<file path="config.mk">
export PLATFORM = sky130hd
export DESIGN_NAME = pw_entry_ctrl
export DESIGN_NICKNAME = d
export VERILOG_FILES = /design/src/rtl/pw_entry_ctrl.sv
export SDC_FILE = /design/constraint.sdc
export NUM_CORES = 1
export LEC_CHECK = 0
export BUFFER_PORTS_ARGS = -buffer_cell sky130_fd_sc_hd__clkbuf_2
export CAP_MARGIN = 20
export CORE_MARGIN = 2
export CORE_UTILIZATION = 50
export CTS_CLUSTER_SIZE = 24
export DETAILED_ROUTE_END_ITERATION = 8
export PLACE_DENSITY = 0.67
export SYNTH_ARGS = -nofsm -noshare
export SYNTH_HDL_FRONTEND = slang
export SYNTH_SLANG_ARGS = --single-unit
</file>
<file path="constraint.sdc">
create_clock -name clkin -period 3.3 [get_ports clkin]
set_clock_uncertainty 0.05 [all_clocks]
set_input_delay 0.33 -clock clkin [delete_from_list [all_inputs] [get_ports clkin]]
set_output_delay 0.33 -clock clkin [all_outputs]
set_load 0.005 [all_outputs]
</file>
<file path="src/rtl/pw_entry_ctrl.sv">
// Password keypad sequencer. Turns debounced button levels into single press
// events, collects a four-digit code, compares it with a secret, enforces an
// inter-digit timeout and locks the keypad after repeated failures.
module pw_entry_ctrl #(
  parameter logic [7:0]  CODE        = 8'hE4,        // digit0 in [1:0]
  parameter int unsigned TIMEOUT_CYC = 50_000_000,   // idle cycles allowed between digits
  parameter int unsigned MAX_FAIL    = 3,            // failures before lockout (1..3)
  parameter int unsigned LOCK_CYC    = 250_000_000   // lockout duration
) (
  input  logic       clkin,
  input  logic       reset,      // asynchronous, active low
  input  logic       a_pb,
  input  logic       b_pb,
  input  logic       c_pb,
  input  logic       d_pb,
  output logic       unlock,
  output logic       fail,
  output logic       locked,
  output logic [1:0] fail_cnt,
  output logic [4:0] OUT
);

  localparam int unsigned TMO_W = (TIMEOUT_CYC > 1) ? $clog2(TIMEOUT_CYC) : 1;
  localparam int unsigned LCK_W = (LOCK_CYC > 1) ? $clog2(LOCK_CYC) : 1;

  localparam logic [TMO_W-1:0] TMO_LAST = TMO_W'(TIMEOUT_CYC - 1);
  localparam logic [LCK_W-1:0] LCK_LAST = LCK_W'(LOCK_CYC - 1);
  localparam logic [1:0]       FAIL_MAX = 2'(MAX_FAIL);

  localparam logic [4:0] OUT_IDLE  = 5'd0;
  localparam logic [4:0] OUT_GRANT = 5'd12;
  localparam logic [4:0] OUT_DENY  = 5'b10001;
  localparam logic [4:0] OUT_LOCK  = 5'b11111;

  typedef enum logic [2:0] {
    S_IDLE,
    S_ENTRY,
    S_GRANT,
    S_DENY,
    S_LOCK
  } state_t;

  // Button levels packed so that bit index equals digit value.
  logic [3:0] lvl;
  logic [3:0] prev_q;
  logic [3:0] rise;

  assign lvl  = {d_pb, c_pb, b_pb, a_pb};
  assign rise = lvl & ~prev_q;

  logic       press_d, press_q;
  logic       valid_d, valid_q;
  logic [1:0] digit_d, digit_q;

  // Classify this cycle's rising levels into a press event and its digit.
  // NOTE: every signal written here gets a value on every path, otherwise a latch is inferred.
  always_comb begin
    press_d = |rise;
    // A press is only meaningful when the rising button is the only one down.
    valid_d = $onehot(rise) && ((lvl & ~rise) == 4'b0000);
    digit_d = 2'd0;
    case (rise)
      4'b0001: digit_d = 2'd0;
      4'b0010: digit_d = 2'd1;
      4'b0100: digit_d = 2'd2;
      4'b1000: digit_d = 2'd3;
      default: digit_d = 2'd0;
    endcase
  end

  // Edge-detect history and the registered press event; these run in every
  // state so a button held across a busy period never fires afterwards.
  // NOTE: sequential state uses non-blocking assignments so all flops update together.
  always_ff @(posedge clkin or negedge reset) begin
    if (!reset) begin
      prev_q  <= 4'b0000;
      press_q <= 1'b0;
      valid_q <= 1'b0;
      digit_q <= 2'd0;
    end else begin
      prev_q  <= lvl;
      press_q <= press_d;
      valid_q <= valid_d;
      digit_q <= digit_d;
    end
  end

  state_t           state_q;
  logic [1:0]       idx_q;
  logic             mism_q;
  logic [TMO_W-1:0] tmo_q;
  logic [LCK_W-1:0] lock_cnt_q;
  logic             unlock_q;
  logic             fail_q;
  logic             locked_q;
  logic [1:0]       fail_cnt_q;
  logic [4:0]       out_q;

  // An invalid press always counts as a wrong digit. In IDLE idx_q is zero,
  // so the same slice selects digit0.
  logic       digit_wrong;
  logic       mism_next;
  logic [1:0] fail_inc;

  assign digit_wrong = !valid_q || (digit_q != CODE[{idx_q, 1'b0} +: 2]);
  assign mism_next   = mism_q | digit_wrong;
  assign fail_inc    = (fail_cnt_q == FAIL_MAX) ? fail_cnt_q : fail_cnt_q + 2'd1;

  // Entry sequencer with registered status outputs.
  always_ff @(posedge clkin or negedge reset) begin
    if (!reset) begin
      state_q    <= S_IDLE;
      idx_q      <= 2'd0;
      mism_q     <= 1'b0;
      tmo_q      <= '0;
      lock_cnt_q <= '0;
      unlock_q   <= 1'b0;
      fail_q     <= 1'b0;
      locked_q   <= 1'b0;
      fail_cnt_q <= 2'd0;
      out_q      <= OUT_IDLE;
    end else begin
      unlock_q <= 1'b0;
      fail_q   <= 1'b0;

      case (state_q)
        S_IDLE: begin
          out_q <= OUT_IDLE;
          if (press_q) begin
            mism_q  <= digit_wrong;
            idx_q   <= 2'd1;
            tmo_q   <= '0;
            state_q <= S_ENTRY;
          end
        end

        S_ENTRY: begin
          out_q <= {3'b000, idx_q};
          // A press in the expiry cycle wins over the timeout.
          if (press_q) begin
            tmo_q <= '0;
            if (idx_q == 2'd3) begin
              idx_q   <= 2'd0;
              mism_q  <= 1'b0;
              state_q <= mism_next ? S_DENY : S_GRANT;
            end else begin
              idx_q  <= idx_q + 2'd1;
              mism_q <= mism_next;
            end
          end else if (tmo_q == TMO_LAST) begin
            tmo_q   <= '0;
            idx_q   <= 2'd0;
            mism_q  <= 1'b0;
            state_q <= S_DENY;
          end else begin
            tmo_q <= tmo_q + TMO_W'(1);
          end
        end

        S_GRANT: begin
          unlock_q   <= 1'b1;
          out_q      <= OUT_GRANT;
          fail_cnt_q <= 2'd0;
          state_q    <= S_IDLE;
        end

        S_DENY: begin
          fail_q     <= 1'b1;
          out_q      <= OUT_DENY;
          fail_cnt_q <= fail_inc;
          if (fail_inc == FAIL_MAX) begin
            // Raise locked together with the fail pulse so it covers the
            // whole lockout window.
            locked_q   <= 1'b1;
            lock_cnt_q <= '0;
            state_q    <= S_LOCK;
          end else begin
            state_q <= S_IDLE;
          end
        end

        S_LOCK: begin
          if (lock_cnt_q == LCK_LAST) begin
            lock_cnt_q <= '0;
            fail_cnt_q <= 2'd0;
            locked_q   <= 1'b0;
            out_q      <= OUT_IDLE;
            state_q    <= S_IDLE;
          end else begin
            lock_cnt_q <= lock_cnt_q + LCK_W'(1);
            locked_q   <= 1'b1;
            out_q      <= OUT_LOCK;
          end
        end

        default: begin
          state_q <= S_IDLE;
        end
      endcase
    end
  end

  assign unlock   = unlock_q;
  assign fail     = fail_q;
  assign locked   = locked_q;
  assign fail_cnt = fail_cnt_q;
  assign OUT      = out_q;

endmodule

</file>
# [Word-level counts from Yosys, hierarchy flattened]
# Cells that the tools add are included.
[word_totals] register_bits=78 inputBits=6 out_inout_bits=10 elab_cells=97
[op_classes] add_sub_neg=7 n_eq_ne=19 shifts=1 n_mux=36 n_bitwise=5 reduce_logical=15
[ops] cell="26-bit two-way mux" n=3
[ops] cell="28-bit two-way mux" n=2
[ops] cell="28-bit one-hot mux with 2 select lines" n=1
[ops] cell="26-bit one-hot mux with 2 select lines" n=1
[ops] cell="28-bit by 1-bit adder with 28-bit output, second input constant" n=1
[ops] cell="28-bit equality test, second input constant" n=1
[ops] cell="26-bit by 1-bit adder with 26-bit output, second input constant" n=1
[ops] cell="26-bit equality test, second input constant" n=1
[ops] cell="5-bit one-hot mux with 5 select lines" n=1
[ops] cell="3-bit two-way mux" n=6
[ops] cell="2-bit two-way mux" n=6
[ops] cell="2-bit one-hot mux with 3 select lines" n=2
[ops] cell="3-bit one-hot mux with 4 select lines" n=1
[ops] cell="1-bit two-way mux" n=9
[ops] cell="4-bit bitwise AND" n=2
[ops] cell="4-bit inverter" n=2
[ops] cell="8-bit by 4-bit indexed part select with 2-bit output, first input constant" n=1
[ops] cell="2-bit equality test, second input constant" n=3
[ops] cell="3-bit by 1-bit equality test with 1-bit output, second input constant" n=2
[ops] cell="3-bit by 2-bit equality test with 1-bit output, second input constant" n=2
[ops] cell="2-bit inequality test, second input constant" n=3
[ops] cell="3-bit inequality test, second input constant" n=2
[ops] cell="2-bit AND reduction" n=3
[ops] cell="5-bit two-way mux" n=1
[ops] cell="other kinds (22)" n=26

# [Longest topological paths before layout]
# Gate-level depths: netlist (run 1).
[depth] depth_word=8 depth_mapped=8 depth_no_buf=7

# [Worst setup path after synthesis (run 1)]
# No wires, ideal clock.
[synth_timing] kind="flip-flop to flip-flop" from="reg lock_cnt_q[0]" to="reg lock_cnt_q[23]" setup_ps=79 t_arrival_ps=1832 required_time_ps=3171 setup_slack_ps=1339 path_stages_with_launch=8 n_path_buf=1 period_less_slack_ps=1961 cell_sequence="dfrtp_1 > ha_1 > and3_1 > and4_1 > a21oi_1 > clkbuf_1 > nand4_1 > mux2i_1"
[synth_via] elab_chain_cells=3 word_cells_on_any_way=4 classes_between="1 x add/sub; 1 x eq/ne; 2 x mux"
[synth_lines] element="start, declared" line_no="92" source="logic [LCK_W-1:0] lock_cnt_q;"
[synth_lines] element="start signal, assigned" line_no="190" source="lock_cnt_q <= lock_cnt_q + LCK_W'(1);"
[synth_lines] element="28-bit by 1-bit adder with 28-bit output / 28-bit equality test (equally long branches)" line_no="190, 183"
[synth_lines] element="28-bit two-way mux (*)" line_no="183" source="if (lock_cnt_q == LCK_LAST) begin"
[synth_lines] element="28-bit one-hot mux with 2 select lines (*)" line_no="126" source="case (state_q)"
# Every way passes the cells marked *; elsewhere a longest branch is shown, timed or not.
# A chain may end at the register's enable or synchronous reset.

# [Worst setup path in the final report (run 1)]
[layout_timing] from="reg state_q[1]" to="reg tmo_q[14]"
[layout_via] elab_chain_cells=3 word_cells_on_any_way=6 classes_between="2 x eq/ne; 1 x mux; 3 x reduce/logical"
[layout_lines] element="start, declared" line_no="88" source="state_t state_q;"
[layout_lines] element="start signal, assigned" line_no="145" source="state_q <= mism_next ? S_DENY : S_GRANT;"
[layout_lines] element="3-bit by 1-bit equality test with 1-bit output / 3-bit zero test (equally long branches)" line_no="126"
[layout_lines] element="2-bit nonzero test (no source line) / 2-bit inequality test (equally long branches)"
[layout_lines] element="2-bit AND reduction (no source line)"
[layout_lines] element="end signal, assigned" line_no="156" source="tmo_q <= tmo_q + TMO_W'(1);"
[layout_lines] element="end, declared" line_no="91" source="logic [TMO_W-1:0] tmo_q;"
# Several ways; a longest one is shown, not always the timed one.

==> results.toml, run 1 <==
[sta]
tightestPinTransition_ns = 0.814
fin_crit_sh = 0.730
max-slew-margin-rel = 0.453
min_period_ns = 2.41
timing.hold.ws_ns = 0.0629
max_freq_ghz = 0.415
rsz0062_at_grt = "no"
hold_violations = 0
setup_violations = 0
maxSlewViolCount = 0
tns_ns = 0

[synthesis]
synth_area_leaders = "dfrtp_1 (46%), nand2_1 (5.2%), a31oi_1 (4.2%)"
yosysSeqAreaShare = 0.458
synth.most_common_cell = "dfrtp_1"
async_reset_ff_frac = 1.00
synthTopCellsByCount = "dfrtp_1 (77), nand2_1 (58), nor2_1 (41)"
synth-seq-cells = 77
syn-num-nets = 474
ys.flop_type = "dfrtp_1"
synth_area_per_cell_um2 = 9.14
syn_inst = 460
synth-warning-count = 0
synth_edf_count = 0
yosys.area.top_type = "dfrtp_1"
synth_area_mm2 = 0.00420
synth_top_area_frac = 0.458
synth_cell_type_count = 59

[worst_setup_path]
cpPeakStageDelay_ns = 0.58
cp-end-kind = "flip-flop"
required_ns = 3.51
cp.arrival_ns = 2.62
crit_family = "simple AND/OR/NAND/NOR gates"
cp_slowest_cell = "a311o_1"
cp-start-kind = "flip-flop"
worst-setup-path-type = "flip-flop to flip-flop"
crit_chain = "nor2_1, nand2_1, a311o_1, or4_1, o21ai_0"
path_buf_inv = 0
crit_fanout = 15

[die]
coreArea_mm2 = 0.00818
die_h_um = 95.7
die_x_um = 95.7
rows = 33
start_util = 0.514
ios = 16
die_area_mm2 = 0.00916

[global_route]
grt_pass1_vias = 3337
grt_max_degree = 78
met3_usage = 0.0298
grt_antenna_before_repair = 0
grt.total_usage = 0.219
grt_overflow = 0
grt_pass1_wl_um = 15800
grtUsageMet1 = 0.299
met2_usage = 0.350
top_usage_layer = "met2"

[clock_network]
cts_made_buffers = 9
root_buffer = "clkbuf_8"
cts_htree_levels = 3
cts_tree = "done"
post_cts_resize_count = 0
clock_sinks = 77
cts.clk_slew.worst_paths_ns = 0.08
cts_setup_buffers = 0
postCtsHoldBufs = 0
clk_latency_ns = 0.36
cts_buffer_depth = 2

[final_layout]
drive_gt1_frac = 0.107
final_nets = 485
area_delta_synth_final_pct = 9.85
diodes = 0

[detailed_routing]
ant_nets = 0
drt_first_pass_iters = 4
viasPerCell = 6.06
drc = 0
wire_per_inst_um = 15.8
drt-initial-drc-count = 218
via_count = 3513
wl_um = 9190

[run]
drv_cap = 0

[place]
dp_hpwl_um = 6190
gp_congestion = 0.843
port_buffers = 15

[power_and_ir_drop]
p_leak_nw = 1.97
ir_worst_vdd_mv = 0.433
power.density_mw_per_mm2 = 588

[min_path]
holdCritPathClass = "primary input to flip-flop"

[run_status]
status = "completed"
cell usage in the layout (no fill, tap or decap), types with 4 or more instances in the layout:
cell type	synthesis	routed
clkbuf_8	0	9
dfrtp_1	77	77
a31oi_1	28	28
xor2_1	6	6
or4_1	5	5
nand3_1	22	22
nor4bb_1	4	4
and2_1	5	5
o211ai_1	4	4
and4_1	7	7
nand2b_1	5	5
nor2_1	41	41
clkbuf_2	0	14
o21ai_0	22	22
inv_1	12	12
buf_4	1	7
nand2_1	58	58
a21oi_1	32	31
xnor2_1	7	7
a22o_1	7	7
nand4_1	13	13
nor3_1	7	7
and3_1	8	8
a41oi_1	5	5
o22ai_1	4	4
ha_1	7	7
a21o_1	7	7
per-stage QoR:
stage	power (mW)	worst slack, ns	utilization	std cells	instance area [um^2]
2_1_floorplan	1.69	1.34	-	460	4200
3_3_place_gp	1.92	0.988	0.534	563	4370
3_5_place_dp	1.94	0.953	0.534	563	4370
4_1_cts	2.72	0.927	0.560	578	4580
5_1_grt	2.87	0.752	0.565	580	4620
6_report	2.72	0.891	0.565	580	4620
path summary, 6_finish.rpt:
| kind | to | startpoint | cells after the start | slack (ns) |
|---|---|---|---|---|
| setup / recovery | tmo_q[14] | state_q[1] | 5 | 0.89 |
| hold / removal | prev_q[0] | a_pb | 1 | 0.06 |
| setup reg to reg | tmo_q[14] | state_q[1] | 5 | 0.89 |
| hold reg to reg | tmo_q[20] | tmo_q[20] | 1 | 0.46 |
| max in group asynchronous | fail_cnt[1] | reset | 3 | 2.25 |
| min in group asynchronous | tmo_q[5] | reset | 2 | 0.36 |
final cells by class:
| type | count | area [um^2] |
|---|---|---|
| Timing Repair Buffer | 23 | 160 |
| Sequential cell | 77 | 1930 |
| Multi-Input combinational cell | 348 | 2140 |
| Clock inverter | 6 | 88.8 |
| Clock buffer | 9 | 124 |
| Tap cell | 105 | 131 |
| Inverter | 12 | 45.0 |
| Fill cell | 713 | 3560 |
per-layer routing:
metal,vias up,part of all wire
met5,-,0
met1,1725,0.48
met3,11,0.033
met2,56,0.47
met4,0,0.013
li1,1721,-
report_power, final:
| group | internal, mW | leakage [nW] | total (mW) | switching (mW) |
|---|---|---|---|---|
| registers | 1.05 | 1.03 | 1.17 | 0.129 |
| logic | 0.290 | 0.831 | 0.758 | 0.468 |
| clock network | 0.422 | 0.101 | 0.786 | 0.364 |
| total | 1.76 | 1.97 | 2.72 | 0.960 |
logic make-up (layout without fill, tap and decap cells):
group,after synthesis,count (layout),synth area share
and+or+nand+nor,197,197,0.253
AOI/OAI and AO/OA,127,127,0.194
DFF,77,77,0.458
buffers and inverters,35,50,0.0345
xor gates and xnor gates,13,13,0.0271
adders and majority gates,8,8,0.0256
muxes,3,3,0.00714
sequential cells by signal, indices dropped and copies added (netlist names):
register    count
lock_cnt_q     28
tmo_q          26
OUT             4
prev_q          4
state_q         3
digit_q         2
fail_cnt        2
idx_q           2
fail            1
locked          1
mism_q          1
press_q         1
unlock          1
valid_q         1
Note: power is estimated with default switching activity, not from simulation.
==> run 2: changes to the inputs <==
- ABC_AREA: not set -> 1
- PLACE_DENSITY: 0.67 -> 0.69
- clock period: 3.3 -> 2 ns (I/O delays scaled with it)
==> run 2 against run 1 <==
Effect of this change: final cell count is 34% higher; worst hold slack better by 0.055 ns; combinational power is 50% higher; synthesized cell count increased by 35%; via count grew 13%; worst setup slack worse by 0.86 ns; non-clock buffer count is 15 higher; clock-buffer cell count rose by 1; utilization increased by 2.5 points; global-route usage grew 0.43 points; critical endpoint is now valid_q; largest cell class unchanged; largest power group unchanged.
==> results.toml, run 2 <==
[worst_setup_path]
cp_slowest_cell = "fa_1"
cpPeakStageDelay_ns = 0.54
r2r_setup_slack_ns = 0.03
cp-start-kind = "flip-flop"
worst-setup-path-type = "flip-flop to flip-flop"
cp.arrival_ns = 2.20
r2r_cells = 6
startpoint = "prev_q[3]"
cp-end-kind = "flip-flop"
worstSetupEndpoint = "valid_q"
worst_r2r_endpoint = "valid_q"
required_ns = 2.23
crit_chain = "nor2_4, fa_1, ha_2, ha_4, or3b_4, nor3_2"
crit_fanout = 2
timing.rr.start = "prev_q[3]"

[detailed_routing]
ant_nets = 0
wl_um = 9830
drt-initial-drc-count = 208
wire_per_inst_um = 12.7
via_count = 3968
drc = 0
drt_first_pass_iters = 4
viasPerCell = 5.11

[global_route]
grt_pass1_vias = 4001
grt_pass1_wl_um = 17800
grt_overflow = 0
grt_max_degree = 50
grt.total_usage = 0.223
grt_antenna_before_repair = 0

[final_layout]
largestRegisters = "lock_cnt_q x28, tmo_q x26"
largest_register_ffs = 28
drive_gt1_frac = 0.123
diodes = 0
regMostFlops = "lock_cnt_q"
final_common_cell = "nand2_1"
area_delta_synth_final_pct = 14.6
fin_cells = 776
final_cell_mix = "nand2_1 (191), nor2_1 (91), dfrtp_1 (77)"
final_nets = 677

[die]
ios = 16
coreArea_mm2 = 0.00868
die_x_um = 98.5
rows = 34
die_area_mm2 = 0.00970
die_h_um = 98.5
start_util = 0.515

[sta]
setup_ws_ns = 0.0321
setup_violations = 0
maxSlewViolCount = 0
hold_violations = 0
max_freq_ghz = 0.508
max-slew-margin-rel = 0.660
rsz0062_at_grt = "yes"
tightestPinTransition_ns = 0.505
min_period_ns = 1.97
fin_crit_sh = 0.984

[synthesis]
synth.most_common_cell = "nand2_1"
synth_area_leaders = "dfrtp_1 (43%), nand2_1 (16%), nor2_1 (7.9%)"
synth_top_area_frac = 0.431
ys.flop_type = "dfrtp_1"
synthTopCellsByCount = "nand2_1 (191), nor2_1 (94), dfrtp_1 (77)"
synth_edf_count = 0
synth_area_mm2 = 0.00447
synth_cell_type_count = 36
yosysSeqAreaShare = 0.431
syn_inst = 621
yosys.area.top_type = "dfrtp_1"
synth-seq-cells = 77
syn-num-nets = 635
synth_area_per_cell_um2 = 7.19
synth-warning-count = 0
async_reset_ff_frac = 1.00

[clock_network]
cts_htree_levels = 3
cts_buffer_depth = 2
root_buffer = "clkbuf_8"
clk_latency_ns = 0.35
clock_sinks = 77
cts_made_buffers = 9
cts_tree = "done"
cts.clk_slew.worst_paths_ns = 0.08

[power_and_ir_drop]
power.density_mw_per_mm2 = 844
ir_worst_vdd_mv = 0.469
p_leak_nw = 2.32

[place]
dp_hpwl_um = 7110
pre_cts_slack_ns = -0.0380
placed_cells = 752
port_buffers = 15
gp_congestion = 0.891

[run_status]
status = "completed"

[run]
drv_cap = 0

[min_path]
holdCritPathClass = "primary input to flip-flop"
[run 2: worst min-delay path by stage]
stage | from | cells after the start | end | slack (ns)
finish | a_pb | 3 | valid_q | 0.12
global route | a_pb | 3 | valid_q | 0.11
CTS | a_pb | 3 | valid_q | 0.09
detailed placement | reset | 1 | lock_cnt_q[15] | 0.10
global placement | reset | 1 | lock_cnt_q[15] | 0.1
floorplan | reset | 0 | OUT[0] | -0.15
[run 2: logic make-up (layout without fill, tap and decap cells)]
family                     after synthesis  count (layout)  share of synthesized area
and+or+nand+nor                        377             377                      0.360
buffers and inverters                   84             131                     0.0771
DFF                                     77              77                      0.431
AOI/OAI and AO/OA                       57              57                     0.0720
xor gates and xnor gates                18              18                     0.0353
adders and majority gates                8               8                     0.0241
[run 2: final cells by class]
cell class              instances  area [um^2]
inverters                      76          292
multi-input cells             460         2270
repair inverters                1         7.51
clock buffers                  10          128
fillers                       796         3560
clock inverters                 6         87.6
flip-flops and latches         77         1930
well taps                     108          135
repair buffers                 38          275
[run 2: layer usage]
layer	GRT usage	vias up	wire length (um)
li1	-	2042	-
met1	0.280	1861	4470
met2	0.383	50	4950
met3	0.0468	15	231
met4	0.0780	0	173
met5	0	-	0
[run 2: through the flow]
step / utilization / power [mW] / setup TNS, ns / hold WS (ns) / instance area [um^2]
global placement: 0.550 / 2.98 / 0 / 0.0964 / 4780
floorplan: - / 2.61 / 0 / -0.146 / 4490
CTS: 0.582 / 4.34 / 0 / 0.0925 / 5050
finish: 0.590 / 4.32 / 0 / 0.118 / 5120
global route: 0.590 / 4.64 / -0.0532 / 0.111 / 5120
detailed placement: 0.550 / 3.02 / -0.0380 / 0.102 / 4780
[run 2: timing repair]
item | 4_1_cts | 5_1_grt
setup buffers | 0 | 2
cloned | 0 | 1
pin swaps | 4 | 3
endpoints found under the hold margin | 32 | 0
setup endpoints to repair | 1 | 17
gates resized for setup | 1 | 10
hold buffers | 5 | 0
[run 2: critical path, delay by kind of cell, from the launching register on]
kind                       cells  cell delay, ns
adders and majority gates      3            0.93
and+or+nand+nor                3            0.51
DFF                            1            0.40
[run 2: power breakdown]
group / total (mW) / internal (mW) / switching, mW
Clock: 1.30 / 0.701 / 0.596
Combinational: 1.14 / 0.423 / 0.722
Sequential: 1.88 / 1.74 / 0.145
Total: 4.32 / 2.86 / 1.46
